===== src/rtl/btn_step_pkg.sv =====
// Shared state type, default timing and counter sizing for the button step generator.
package btn_step_pkg;

    typedef enum logic [1:0] {
        IDLE,
        HOLD,
        REPEAT,
        LATCHED
    } step_state_e;

    localparam int DEF_SYNC_STAGES   = 2;
    localparam int DEF_DB_CYCLES     = 500000;
    localparam int DEF_REPEAT_DELAY  = 25000000;
    localparam int DEF_REPEAT_PERIOD = 5000000;
    localparam int DEF_CNT_W         = 8;

    // Bits needed to hold 0 .. max_count-1, never narrower than one bit.
    function automatic int cnt_width(input int max_count);
        return (max_count > 1) ? $clog2(max_count) : 1;
    endfunction

endpackage


===== src/rtl/btn_debounce.sv =====
// Synchronizes the raw button into the clock domain and only accepts a level
// change after it has been seen for DB_CYCLES consecutive cycles.
module btn_debounce
    import btn_step_pkg::*;
#(
    parameter int SYNC_STAGES = DEF_SYNC_STAGES,
    parameter int DB_CYCLES   = DEF_DB_CYCLES
) (
    input  logic clk,
    input  logic rst,
    input  logic btn_i,
    output logic stable_o
);

    localparam int DB_W = cnt_width(DB_CYCLES);

    logic [SYNC_STAGES-1:0] sync_q;
    logic                   sync;
    logic [DB_W-1:0]        db_cnt_q;
    logic [DB_W-1:0]        db_cnt_d;
    logic                   stable_q;
    logic                   stable_d;

    assign sync     = sync_q[SYNC_STAGES-1];
    assign stable_o = stable_q;

    // Any cycle that agrees with the accepted level restarts the stability run.
    always_comb begin
        db_cnt_d = '0;
        stable_d = stable_q;
        if (sync != stable_q) begin
            if (db_cnt_q == DB_W'(DB_CYCLES - 1)) begin
                stable_d = ~stable_q;
            end else begin
                db_cnt_d = db_cnt_q + DB_W'(1);
            end
        end
    end

    always_ff @(posedge clk or posedge rst) begin
        if (rst) begin
            sync_q   <= '0;
            db_cnt_q <= '0;
            stable_q <= 1'b0;
        end else begin
            sync_q   <= {sync_q[SYNC_STAGES-2:0], btn_i};
            db_cnt_q <= db_cnt_d;
            stable_q <= stable_d;
        end
    end

endmodule


===== src/rtl/btn_step_gen.sv =====
// Turns a debounced push-button into single-cycle step pulses with optional
// auto-repeat, and keeps a wrapping count of the steps issued.
module btn_step_gen
    import btn_step_pkg::*;
#(
    parameter int SYNC_STAGES   = DEF_SYNC_STAGES,
    parameter int DB_CYCLES     = DEF_DB_CYCLES,
    parameter int REPEAT_DELAY  = DEF_REPEAT_DELAY,
    parameter int REPEAT_PERIOD = DEF_REPEAT_PERIOD,
    parameter int CNT_W         = DEF_CNT_W
) (
    input  logic             clk,
    input  logic             rst,
    input  logic             btn_i,
    input  logic             auto_en_i,
    output logic             step_o,
    output logic             held_o,
    output logic [CNT_W-1:0] step_cnt_o
);

    localparam int TMR_MAX = (REPEAT_DELAY > REPEAT_PERIOD) ? REPEAT_DELAY : REPEAT_PERIOD;
    localparam int TMR_W   = cnt_width(TMR_MAX);

    logic             stable;
    step_state_e      state_q;
    logic [TMR_W-1:0] timer_q;
    logic             step_q;
    logic [CNT_W-1:0] step_cnt_q;

    btn_debounce #(
        .SYNC_STAGES(SYNC_STAGES),
        .DB_CYCLES  (DB_CYCLES)
    ) u_debounce (
        .clk     (clk),
        .rst     (rst),
        .btn_i   (btn_i),
        .stable_o(stable)
    );

    assign step_o     = step_q;
    assign held_o     = stable;
    assign step_cnt_o = step_cnt_q;

    // Timer defaults to clear so every state entry starts from zero; a release
    // is checked first so it always wins over a repeat step due on the same edge.
    always_ff @(posedge clk or posedge rst) begin
        if (rst) begin
            state_q    <= IDLE;
            timer_q    <= '0;
            step_q     <= 1'b0;
            step_cnt_q <= '0;
        end else begin
            step_q  <= 1'b0;
            timer_q <= '0;
            case (state_q)
                IDLE: begin
                    if (stable) begin
                        step_q     <= 1'b1;
                        step_cnt_q <= step_cnt_q + CNT_W'(1);
                        state_q    <= auto_en_i ? HOLD : LATCHED;
                    end
                end
                HOLD: begin
                    if (!stable) begin
                        state_q <= IDLE;
                    end else if (!auto_en_i) begin
                        state_q <= LATCHED;
                    end else if (timer_q == TMR_W'(REPEAT_DELAY - 1)) begin
                        step_q     <= 1'b1;
                        step_cnt_q <= step_cnt_q + CNT_W'(1);
                        state_q    <= REPEAT;
                    end else begin
                        timer_q <= timer_q + TMR_W'(1);
                    end
                end
                REPEAT: begin
                    if (!stable) begin
                        state_q <= IDLE;
                    end else if (!auto_en_i) begin
                        state_q <= LATCHED;
                    end else if (timer_q == TMR_W'(REPEAT_PERIOD - 1)) begin
                        step_q     <= 1'b1;
                        step_cnt_q <= step_cnt_q + CNT_W'(1);
                    end else begin
                        timer_q <= timer_q + TMR_W'(1);
                    end
                end
                LATCHED: begin
                    if (!stable) begin
                        state_q <= IDLE;
                    end
                end
                default: state_q <= IDLE;
            endcase
        end
    end

endmodule


===== config.mk =====
export PLATFORM = sky130hd
export DESIGN_NAME = btn_step_gen
export DESIGN_NICKNAME = d
export VERILOG_FILES = /design/src/rtl/btn_step_pkg.sv /design/src/rtl/btn_debounce.sv /design/src/rtl/btn_step_gen.sv
export SDC_FILE = /design/constraint.sdc
export NUM_CORES = 1
export LEC_CHECK = 0
export BUFFER_PORTS_ARGS = -buffer_cell sky130_fd_sc_hd__clkbuf_2
export CAP_MARGIN = 20
export CORE_AREA = 2 2 97 99
export DETAILED_ROUTE_END_ITERATION = 10
export DIE_AREA = 0 0 99 101
export SYNTH_ARGS = -nofsm -noshare
export SYNTH_HDL_FRONTEND = slang
export SYNTH_SLANG_ARGS = --single-unit

===== constraint.sdc =====
create_clock -name clk -period 2.7 [get_ports clk]
set_input_delay 0.405 -clock clk [delete_from_list [all_inputs] [get_ports clk]]
set_output_delay 0.405 -clock clk [all_outputs]
set_load 0.005 [all_outputs]

==> results of run 1 <==
[worst min-delay path by stage]
stage,from,endpoint,slack (ps),cells past startpoint
after global routing,btn_i,u_debounce.sync_q[0],180,1
after CTS,rst,u_debounce.db_cnt_q[8],180,2
after global placement,u_debounce.sync_q[0],u_debounce.sync_q[1],370,0
after floorplan,u_debounce.sync_q[0],u_debounce.sync_q[1],330,0
after detailed placement,u_debounce.sync_q[0],u_debounce.sync_q[1],360,0
final,rst,u_debounce.db_cnt_q[8],160,2
[area by class of cell]
type	count	area [um^2]
fill	879	5490
multi-input combinational	236	1510
sequential	58	1450
clock buffer	12	155
tap	111	139
clock inverter	4	97.6
timing repair buffer	17	95.1
inverter	11	41.3
[through the flow]
| stage | hold slack (ps) | total power (W) | instance area, um^2 | worst slack (ps) |
|---|---|---|---|---|
| after detailed placement | 361 | 0.000932 | 3230 | 338 |
| after floorplan | 331 | 0.000918 | 3040 | 496 |
| after global placement | 371 | 0.000932 | 3230 | 386 |
| after global routing | 179 | 0.00199 | 3490 | 164 |
| final | 156 | 0.00192 | 3490 | 307 |
| after CTS | 175 | 0.00195 | 3490 | 303 |
[cells by family (layout without fill, tap and decap cells)]
family          count (synthesis)  in the layout
mux                             5              5
flops                          58             58
compound gates                 14             14
simple gates                  160            160
buf+inv                        17             44
xor+xnor                       48             48
fa+ha+maj                       9              9
[worst max-delay path, stage by stage (launching register included)]
cell,delay [ps]
dfrtp_1,430
or4_1,520
or4_4,440
o21ai_4,250
a21o_2,490
nor2_1,110
[sequential cells by signal (all words and copies together), names as in the netlist]
signal and flops:
state_q 2, step_cnt_o 8, u_debounce.stable_o 1, u_debounce.db_cnt_q 19, u_debounce.sync_q 2, step_o 1
timer_q 25
[layout by cell type (no fill, tap or decap), types with 3 or more instances in the layout]
cell type and n:
nand4_1 24, or4_1 4, bufinv_16 3, and3_1 5
nand2_1 20, xor2_1 17, nor2_1 65, clkbuf_2 13
buf_4 4, nor3_1 5, nand3_1 15, and4_1 5
ha_1 9, dfrtp_1 58, clkbuf_8 11, inv_1 10
nor4bb_1 3, xnor2_1 31, or2_2 3
[power by group]
group / switching, W / internal [W]
registers: 0.00000433 / 0.000874
clock network: 0.000341 / 0.000664
logic: 0.0000272 / 0.00000876
[routing by layer]
layer	share of wire (%)	global-route usage, %
met1	49	17.3
met4	1.8	6.32
met5	0	0
met3	2.6	2.91
met2	47	20.3
[Yosys cell counts, types with 5 or more instances]
cell	number	area, um^2
nor3_1	5	25.0
and3_1	5	31.3
nor2_1	65	244
xnor2_1	31	272
dfrtp_1	58	1450
inv_1	11	41.3
and4_1	5	43.8
ha_1	9	113
nand2_1	20	75.1
nand4_1	24	150
xor2_1	17	149
nand3_1	15	75.1
==> tab_implementation.tex, run 1 <==
\begin{tabular}{lr}
\hline
Metric & Value \\
\hline
\multicolumn{2}{l}{\textbf{Floorplan}} \\
\quad Site row count & 35 \\
\quad Core box area & 8980 um\^{}2 \\
\quad Die width & just under 100 um \\
\quad Ports placed on the boundary & 14 \\
\quad Starting utilization of the core area & 33.8\% \\
\quad Die H & 101 um \\
\quad Die outline area & 10000 um\^{}2 \\
\multicolumn{2}{l}{\textbf{Synth}} \\
\quad Post-synth EDFFs & 0 \\
\quad FF+latch count, synth & 58 \\
\quad Largest family of logic cells by synthesized area & simple AND/OR/NAND/NOR gates \\
\quad Mean instance size in the synthesized netlist & 9.76 um\^{}2 \\
\quad Post-synthesis cell count & 311 \\
\quad Yosys warning count & 0 \\
\quad Synth Net Count & 324 \\
\quad Share of synthesized area spent on multiplexers & 1.90\% \\
\quad Leading register cell type out of synthesis & dfrtp\_1 \\
\quad XOR/XNOR share of the synthesized area & 13.8\% \\
\quad Simple-gate share of the synthesized area & 26.7\% \\
\quad Portion of the post-synthesis area used by sequential elements & 47.8\% \\
\quad Netlist Area Pre-Place & 3040 um\^{}2 \\
\quad Async SR Flop Fraction & 100\% \\
\quad Distinct cells, synth & 40 \\
\quad Compound-Gate Fraction of Synth Area & 3.50\% \\
\quad Synthesized-area fraction occupied by adder cells & 3.71\% \\
\multicolumn{2}{l}{\textbf{Global route}} \\
\quad Number of antenna violations at the first check in global routing & 0 \\
\quad Largest net degree at the start of global routing & 33 \\
\quad GRT Total Usage & 13.1\% \\
\quad Via count of the first global-routing pass & around 2200 \\
\quad Wire length of the first global-routing pass & 10.5 mm \\
\quad Remaining Overflow, GRT & 0 \\
\multicolumn{2}{l}{\textbf{Drt}} \\
\quad Total wire length after detailed routing & 5.79 mm \\
\quad Count of nets left with antenna violations after detail routing & 0 \\
\quad Count of unresolved DRC violations after routing & 0 \\
\quad Via count & 2235 \\
\quad Vias per Instance & 4.98 \\
\quad Routed len/inst & 12.9 um \\
\quad 1st-pass router iterations & 4 \\
\quad Starting DRC count in detailed routing & 106 \\
\multicolumn{2}{l}{\textbf{STA}} \\
\quad TNS Setup & 0 ps \\
\quad Min cycle time layout & 2390 ps \\
\quad Worst slew margin & a little over half \\
\quad Peak clock frequency supported by timing & 0.418 GHz \\
\quad Final count of pins violating max slew & 0 \\
\quad Unrepaired setup endpoints after global routing & false \\
\quad Setup violators final & 0 \\
\quad Period utilisation layout & around nine tenths \\
\quad Worst Clk Skew & 10.7 ps \\
\quad Final number of hold-violating endpoints & 0 \\
\quad Slew at the pin closest to its max-slew limit & between 600 and 700 ps \\
\multicolumn{2}{l}{\textbf{Clocking}} \\
\quad Setup bufs post-CTS & 0 \\
\quad Resized cells post-CTS & 0 \\
\quad TritonCTS clock tree & done \\
\quad Number of clock buffers inserted by TritonCTS & 9 \\
\quad CTS Buffer Depth & 2 \\
\quad Clock-pin slew on the worst setup and hold paths & 70 ps \\
\quad Number of clock sinks & 58 \\
\quad Clock latency on the worst-skew pair & 340 ps \\
\quad Hold Buf Count CTS & 0 \\
\quad Maximum level of the CTS H-tree & 3 \\
\quad Clock tree root buffer cell & clkbuf\_8 \\
\multicolumn{2}{l}{\textbf{Critical path}} \\
\quad Category of the worst setup path capture point & register \\
\quad R2r worst-path depth & 5 \\
\quad Highest fanout seen on the critical path & 25 \\
\quad Critical path endpoint & timer\_q[10] \\
\quad Required arrival time at the worst endpoint & 2890 ps \\
\quad Setup slack of the worst register-to-register path & 310 ps \\
\quad Origin of the critical flop-to-flop path & timer\_q[16] \\
\quad Setup Crit Path Kind & register to register \\
\quad Crit Reg-Reg Endpoint & timer\_q[10] \\
\quad Crit path arrival time & $\sim$2600 ps \\
\quad Critical path origin & timer\_q[16] \\
\quad Critical path startpoint category & register \\
\multicolumn{2}{l}{\textbf{Power}} \\
\quad Leak & 1.42 nW \\
\quad Total power divided by cell area & 551 nW/um\^{}2 \\
\quad Peak supply drop & about 0.29 mV \\
\multicolumn{2}{l}{\textbf{Placed design}} \\
\quad Detailed-placement wirelength estimate & 3.95 mm \\
\quad Global placer's final weighted congestion & 0.752 \\
\quad Number of instances in the placed design & 433 \\
\quad Input/output buffers & 13 \\
\multicolumn{2}{l}{\textbf{Cells and area}} \\
\quad Antenna fix cells & 0 \\
\quad Number of nets in the layout & approximately 350 \\
\quad Core occupancy in the finished layout & about two fifths \\
\quad Area delta synth->final & 14.8\% \\
\quad Final Instance Count excl. Fillers & about 450 \\
\quad Fraction of layout instances using a drive strength above 1 & 13.3\% \\
\multicolumn{2}{l}{\textbf{Min path}} \\
\quad Tightest Hold Check Type & input port to async pin \\
\multicolumn{2}{l}{\textbf{Run status}} \\
\quad Run status & finished clean \\
\multicolumn{2}{l}{\textbf{Flow run}} \\
\quad Number of maximum-capacitance violations & 0 \\
\hline
\end{tabular}
(Power assumes the default switching activity.)
==> run 2, diff against run 1 <==
--- a/config.mk
+++ b/config.mk
@@ -10,6 +10,7 @@
 export CORE_AREA = 2 2 97 99
 export DETAILED_ROUTE_END_ITERATION = 10
 export DIE_AREA = 0 0 99 101
+export SETUP_SLACK_MARGIN = 0.4
 export SYNTH_ARGS = -nofsm -noshare
 export SYNTH_HDL_FRONTEND = slang
 export SYNTH_SLANG_ARGS = --single-unit
==> tab_implementation.tex, run 2 (synthesis results as in run 1) <==
\begin{tabular}{lr}
\hline
Metric & Value \\
\hline
\multicolumn{2}{l}{\textbf{Run status}} \\
\quad Run status & finished clean \\
\multicolumn{2}{l}{\textbf{Cells and area}} \\
\quad Most common library cell in the layout ignoring fill and taps & nor2\_1 \\
\quad Register area & 1450 um\^{}2 \\
\quad Number of nets in the layout & roughly 350 \\
\quad Filler cell count in the final layout & 878 \\
\quad Final Instance Count excl. Fillers & 450 \\
\quad Multi-input gate area in the final layout & between 1500 and 2000 um\^{}2 \\
\quad Most frequent cells in the layout & nor2\_1, dfrtp\_1, xnor2\_1 \\
\quad Number of flip-flops in the largest register & 25 \\
\quad Biggest register & timer\_q \\
\quad Area delta synth->final & 15.6\% \\
\quad Fraction of layout instances using a drive strength above 1 & 13.9\% \\
\quad Antenna fix cells & 0 \\
\quad Summed area of non-filler cells in the final layout & 3510 um\^{}2 \\
\multicolumn{2}{l}{\textbf{Critical path}} \\
\quad Highest fanout seen on the critical path & 8 \\
\quad R2r worst-path depth & 5 \\
\quad Critical path startpoint category & register \\
\quad Category of the worst setup path capture point & register \\
\quad Required arrival time at the worst endpoint & 2920 ps \\
\quad Crit path arrival time & 2460 ps \\
\quad Setup Crit Path Kind & register to register \\
\multicolumn{2}{l}{\textbf{Drt}} \\
\quad Via count & $\sim$2200 \\
\quad Count of unresolved DRC violations after routing & 0 \\
\quad 1st-pass router iterations & 4 \\
\quad Count of nets left with antenna violations after detail routing & 0 \\
\quad Vias per Instance & approximately 5 \\
\quad Routed len/inst & 12.9 um \\
\quad Starting DRC count in detailed routing & 120 \\
\quad Total wire length after detailed routing & 5.80 mm \\
\multicolumn{2}{l}{\textbf{STA}} \\
\quad Worst slew margin & between 50\% and 60\% \\
\quad Period utilisation layout & around 83\% \\
\quad Worst Clk Skew & 11.0 ps \\
\quad Final number of hold-violating endpoints & 0 \\
\quad Final count of pins violating max slew & 0 \\
\quad Min cycle time layout & $\sim$2200 ps \\
\quad TNS Setup & 0 ps \\
\quad Worst hold margin & 156 ps \\
\quad Slew at the pin closest to its max-slew limit & 694 ps \\
\quad Peak clock frequency supported by timing & 0.447 GHz \\
\quad Unrepaired setup endpoints after global routing & true \\
\quad Setup violators final & 0 \\
\multicolumn{2}{l}{\textbf{Placed design}} \\
\quad Global placer's final weighted congestion & 0.752 \\
\quad Detailed-placement wirelength estimate & 3.95 mm \\
\quad Total placed instance area & 3230 um\^{}2 \\
\quad Number of instances in the placed design & between 400 and 500 \\
\quad Input/output buffers & 13 \\
\multicolumn{2}{l}{\textbf{Floorplan}} \\
\quad Die outline area & approximately 10000 um\^{}2 \\
\quad Core box area & 8980 um\^{}2 \\
\quad Die H & 101 um \\
\quad Ports placed on the boundary & 14 \\
\quad Die width & 99 um \\
\quad Starting utilization of the core area & 33.8\% \\
\quad Site row count & 35 \\
\multicolumn{2}{l}{\textbf{Global route}} \\
\quad Largest net degree at the start of global routing & 33 \\
\quad Number of antenna violations at the first check in global routing & 0 \\
\quad GRT Total Usage & 13.1\% \\
\quad Via count of the first global-routing pass & 2194 \\
\quad Wire length of the first global-routing pass & 10.5 mm \\
\quad Remaining Overflow, GRT & 0 \\
\multicolumn{2}{l}{\textbf{Power}} \\
\quad Total power divided by cell area & between 500 and 600 nW/um\^{}2 \\
\quad Peak supply drop & between 0.2 and 0.3 mV \\
\quad Leak & 1.42 nW \\
\multicolumn{2}{l}{\textbf{Clocking}} \\
\quad Hold Buf Count CTS & 0 \\
\quad Clock tree root buffer cell & clkbuf\_8 \\
\quad Clock latency on the worst-skew pair & 340 ps \\
\quad TritonCTS clock tree & done \\
\quad Number of clock buffers inserted by TritonCTS & 9 \\
\quad CTS Buffer Depth & 2 \\
\quad Maximum level of the CTS H-tree & 3 \\
\quad Number of clock sinks & 58 \\
\quad Clock-pin slew on the worst setup and hold paths & 70 ps \\
\multicolumn{2}{l}{\textbf{Min path}} \\
\quad Tightest Hold Check Type & input port to async pin \\
\multicolumn{2}{l}{\textbf{Flow run}} \\
\quad Number of maximum-capacitance violations & 0 \\
\hline
\end{tabular}
[run 2: cell count changes in the layout (fill, tap and decap cells not counted), sizes merged]
cell / before / now
buf: 4 / 5
[run 2: path summary, 6_finish.rpt]
path / startpoint / end / slack, ps
max: timer_q[16] / step_cnt_o[1] / 460
max in group asynchronous: rst / timer_q[14] / 1870
min: rst / u_debounce.db_cnt_q[8] / 160
max reg2reg: timer_q[16] / step_cnt_o[1] / 460
min in group clk: btn_i / u_debounce.sync_q[0] / 180
min reg2reg: u_debounce.sync_q[0] / u_debounce.sync_q[1] / 370
[run 2: metal layers]
layer / routed length, um / vias to the layer above / GRT usage [%]
li1: - / 1121 / -
met1: 2830 / 1085 / 17.3
met2: 2710 / 26 / 20.3
met3: 154 / 7 / 2.91
met4: 103 / 0 / 6.32
met5: 0 / - / 0
[run 2: timing repair]
action | CTS | global route
buffers inserted | 0 | 1
endpoints found under the hold margin | 0 | 0
endpoints found under the setup margin | 26 | 20
gates resized for setup | 2 | 1
pin swaps | 0 | 2
[run 2: power breakdown]
group,switching (W),internal [W]
Combinational,0.0000271,0.00000876
Clock,0.000343,0.000664
Sequential,0.00000433,0.000874
[run 2: critical path, cell delays in order (launching register included)]
cell,delay [ps]
dfrtp_1,430
or4_1,520
or4_4,440
o21ai_4,260
nand3_2,160
mux2_4,310
[run 2: area by class of cell]
| class | count | share of cell area, % |
|---|---|---|
| tap | 111 | 3.96 |
| inverter | 11 | 1.18 |
| clock inverter | 4 | 2.78 |
| multi-input combinational | 236 | 43.4 |
| timing repair buffer | 18 | 2.92 |
| sequential | 58 | 41.3 |
| clock buffer | 12 | 4.42 |
[run 2: metrics by stage]
stage / power [W] / setup slack (ps) / utilization [%]
after floorplan: 0.000918 / 496 / -
after global placement: 0.000932 / 386 / 36.0
after detailed placement: 0.000932 / 338 / 36.0
after CTS: 0.00195 / 462 / 38.9
after global routing: 0.00199 / 383 / 39.1
final: 0.00192 / 463 / 39.1
==> run 3, diff against run 2 <==
==> constraint.sdc (replaced) <==
create_clock -name clk -period 2 [get_ports clk]
set_input_delay 0.3 -clock clk [delete_from_list [all_inputs] [get_ports clk]]
set_output_delay 0.3 -clock clk [all_outputs]
set_load 0.005 [all_outputs]
==> tab_implementation.tex, run 3 (synthesis results as in run 1) <==
\begin{tabular}{lr}
\hline
Metric & Value \\
\hline
\multicolumn{2}{l}{\textbf{Run status}} \\
\quad Run status & complete, but fails checks \\
\quad Violations in the final reports & setup timing \\
\multicolumn{2}{l}{\textbf{Placed design}} \\
\quad Detailed-placement wirelength estimate & $\sim$4.2 mm \\
\quad Global placer's final weighted congestion & 0.829 \\
\quad Input/output buffers & 13 \\
\quad Worst Setup Slack post-DPL & -53.4 ps \\
\multicolumn{2}{l}{\textbf{Drt}} \\
\quad Via count & $\sim$2400 \\
\quad Total wire length after detailed routing & 6.80 mm \\
\quad Vias per Instance & between 4 and 5 \\
\quad Count of nets left with antenna violations after detail routing & 0 \\
\quad Routed len/inst & 13.7 um \\
\quad Starting DRC count in detailed routing & 52 \\
\quad 1st-pass router iterations & 4 \\
\quad Count of unresolved DRC violations after routing & 0 \\
\multicolumn{2}{l}{\textbf{Critical path}} \\
\quad Critical path startpoint category & register \\
\quad Category of the worst setup path capture point & register \\
\quad Crit path arrival time & 2290 ps \\
\quad Required arrival time at the worst endpoint & around 2200 ps \\
\quad Critical path origin & timer\_q[16] \\
\quad Setup slack of the worst register-to-register path & -60 ps \\
\quad Crit Reg-Reg Endpoint & timer\_q[7] \\
\quad Origin of the critical flop-to-flop path & timer\_q[16] \\
\quad R2r worst-path depth & 6 \\
\quad Setup Crit Path Kind & register to register \\
\quad Highest fanout seen on the critical path & 6 \\
\quad Critical path endpoint & timer\_q[7] \\
\multicolumn{2}{l}{\textbf{Clocking}} \\
\quad CTS Buffer Depth & 2 \\
\quad TritonCTS clock tree & done \\
\quad Number of clock buffers inserted by TritonCTS & 9 \\
\quad Clock-pin slew on the worst setup and hold paths & 70 ps \\
\quad Clock latency on the worst-skew pair & 340 ps \\
\quad Number of clock sinks & 58 \\
\quad Clock tree root buffer cell & clkbuf\_8 \\
\quad Maximum level of the CTS H-tree & 3 \\
\multicolumn{2}{l}{\textbf{Global route}} \\
\quad Largest net degree at the start of global routing & 38 \\
\quad Wire length of the first global-routing pass & 11.0 mm \\
\quad Met2 GRT Util & about 22\% \\
\quad Number of antenna violations at the first check in global routing & 0 \\
\quad GRT Total Usage & a little over an eighth \\
\quad Via count of the first global-routing pass & 2329 \\
\quad Met1 GRT Util & 18.3\% \\
\quad Remaining Overflow, GRT & 0 \\
\quad Global routing's busiest layer & met2 \\
\quad Global-route track usage on met3 & 3.54\% \\
\multicolumn{2}{l}{\textbf{Power}} \\
\quad Sw power & 0.000511 W \\
\quad Total power divided by cell area & approximately 550 nW/um\^{}2 \\
\quad Power share of the clock group & a little under half \\
\quad Peak supply drop & 0.239 mV \\
\quad Part of the total power dissipated in combinational logic & under 10\% \\
\quad Leak & $\sim$1.7 nW \\
\quad Power after layout & 0.00232 W \\
\quad Switching share of power & 22.1\% \\
\quad Cell-internal power & approximately 0.0018 W \\
\quad Power share of the sequential group & 51.2\% \\
\multicolumn{2}{l}{\textbf{STA}} \\
\quad Worst-case setup margin in the final layout & -58.0 ps \\
\quad Min cycle time layout & 2060 ps \\
\quad Setup violators final & 33 \\
\quad Period utilisation layout & 103\% \\
\quad Peak clock frequency supported by timing & about 0.49 GHz \\
\quad Worst slew margin & 65.9\% \\
\quad Final number of hold-violating endpoints & 0 \\
\quad Unrepaired setup endpoints after global routing & true \\
\quad Final count of pins violating max slew & 0 \\
\quad Worst Clk Skew & 12.5 ps \\
\quad Slew at the pin closest to its max-slew limit & 510 ps \\
\multicolumn{2}{l}{\textbf{Min path}} \\
\quad Tightest Hold Check Type & input port to register \\
\multicolumn{2}{l}{\textbf{Floorplan}} \\
\quad Starting utilization of the core area & between 30 and 40\% \\
\quad Die H & 101 um \\
\quad Ports placed on the boundary & 14 \\
\quad Site row count & 35 \\
\quad Die outline area & 10000 um\^{}2 \\
\quad Die width & 99 um \\
\quad Core box area & 8980 um\^{}2 \\
\multicolumn{2}{l}{\textbf{Cells and area}} \\
\quad Number of flip-flops in the largest register & 25 \\
\quad Antenna fix cells & 0 \\
\quad Number of nets in the layout & roughly 400 \\
\quad Most frequent cells in the layout & dfrtp\_1, buf\_4, nor2\_1 \\
\quad Most common library cell in the layout ignoring fill and taps & dfrtp\_1 \\
\quad Area delta synth->final & 37.5\% \\
\quad Fraction of layout instances using a drive strength above 1 & $\sim$35\% \\
\quad Biggest register & timer\_q \\
\quad Filler cell count in the final layout & just over 800 \\
\multicolumn{2}{l}{\textbf{Flow run}} \\
\quad Number of maximum-capacitance violations & 0 \\
\hline
\end{tabular}
run 3: how the worst min path moves through the flow:
stage	slack [ps]	to	from	depth (start not counted)
floorplan	330	u_debounce.sync_q[1]	u_debounce.sync_q[0]	0
global placement	350	u_debounce.db_cnt_q[5]	rst	2
detailed placement	360	u_debounce.db_cnt_q[5]	rst	2
CTS	60	u_debounce.sync_q[0]	btn_i	1
global route	60	u_debounce.sync_q[0]	btn_i	1
finish	70	u_debounce.sync_q[0]	btn_i	1
run 3: layout make-up:
| type | count | area, um^2 | area share [%] |
|---|---|---|---|
| clock inverter | 3 | 40.0 | 0.959 |
| multi-input combinational | 239 | 1830 | 43.8 |
| clock buffer | 12 | 145 | 3.48 |
| tap | 111 | 139 | 3.33 |
| sequential | 58 | 1450 | 34.8 |
| timing repair buffer | 64 | 526 | 12.6 |
| inverter | 11 | 45.0 | 1.08 |
run 3: power by group through the flow:
| stage | sequential (W) | clock [W] | combinational [W] |
|---|---|---|---|
| after floorplan | 0.00121 | 0 | 0.0000383 |
| after global placement | 0.00121 | 0 | 0.0000531 |
| after detailed placement | 0.00121 | 0 | 0.0000535 |
| after CTS | 0.00119 | 0.00108 | 0.0000628 |
| after global routing | 0.00119 | 0.00113 | 0.0000821 |
| final | 0.00119 | 0.00106 | 0.0000718 |
run 3: routing by layer:
layer  share of wire [%]  wire length (um)
met2                  49              3320
met5                   0                 0
met1                  47              3190
met4                 1.0                71
met3                 3.3               223
run 3: worst max-delay path, stage by stage, from the launching register on:
cell,delay [ps]
dfrtp_1,380
or4_1,510
or4_4,440
o21ai_4,190
a21o_4,200
clkbuf_16,180
nor2_2,40
run 3: through the flow:
step | util, % | hold slack [ps] | TNS, ps | std cells | area, um^2
detailed placement | 38.4 | 359 | -1210 | 453 | 3450
global placement | 38.4 | 354 | -786 | 453 | 3450
floorplan | - | 331 | -1400 | 311 | 3100
finish | 46.5 | 66.3 | -1410 | 498 | 4170
global route | 46.5 | 62.1 | -3310 | 498 | 4170
CTS | 42.7 | 61.1 | -1490 | 484 | 3840
run 3: what timing repair did:
| item | 4_1_cts | 5_1_grt |
|---|---|---|
| pin swaps | 16 | 34 |
| gates resized for setup | 16 | 53 |
| endpoints found under the hold margin | 18 | 0 |
| setup buffers | 13 | 11 |
| hold buffers | 1 | 0 |
| endpoints found under the setup margin | 55 | 55 |
| cloned | 2 | 3 |
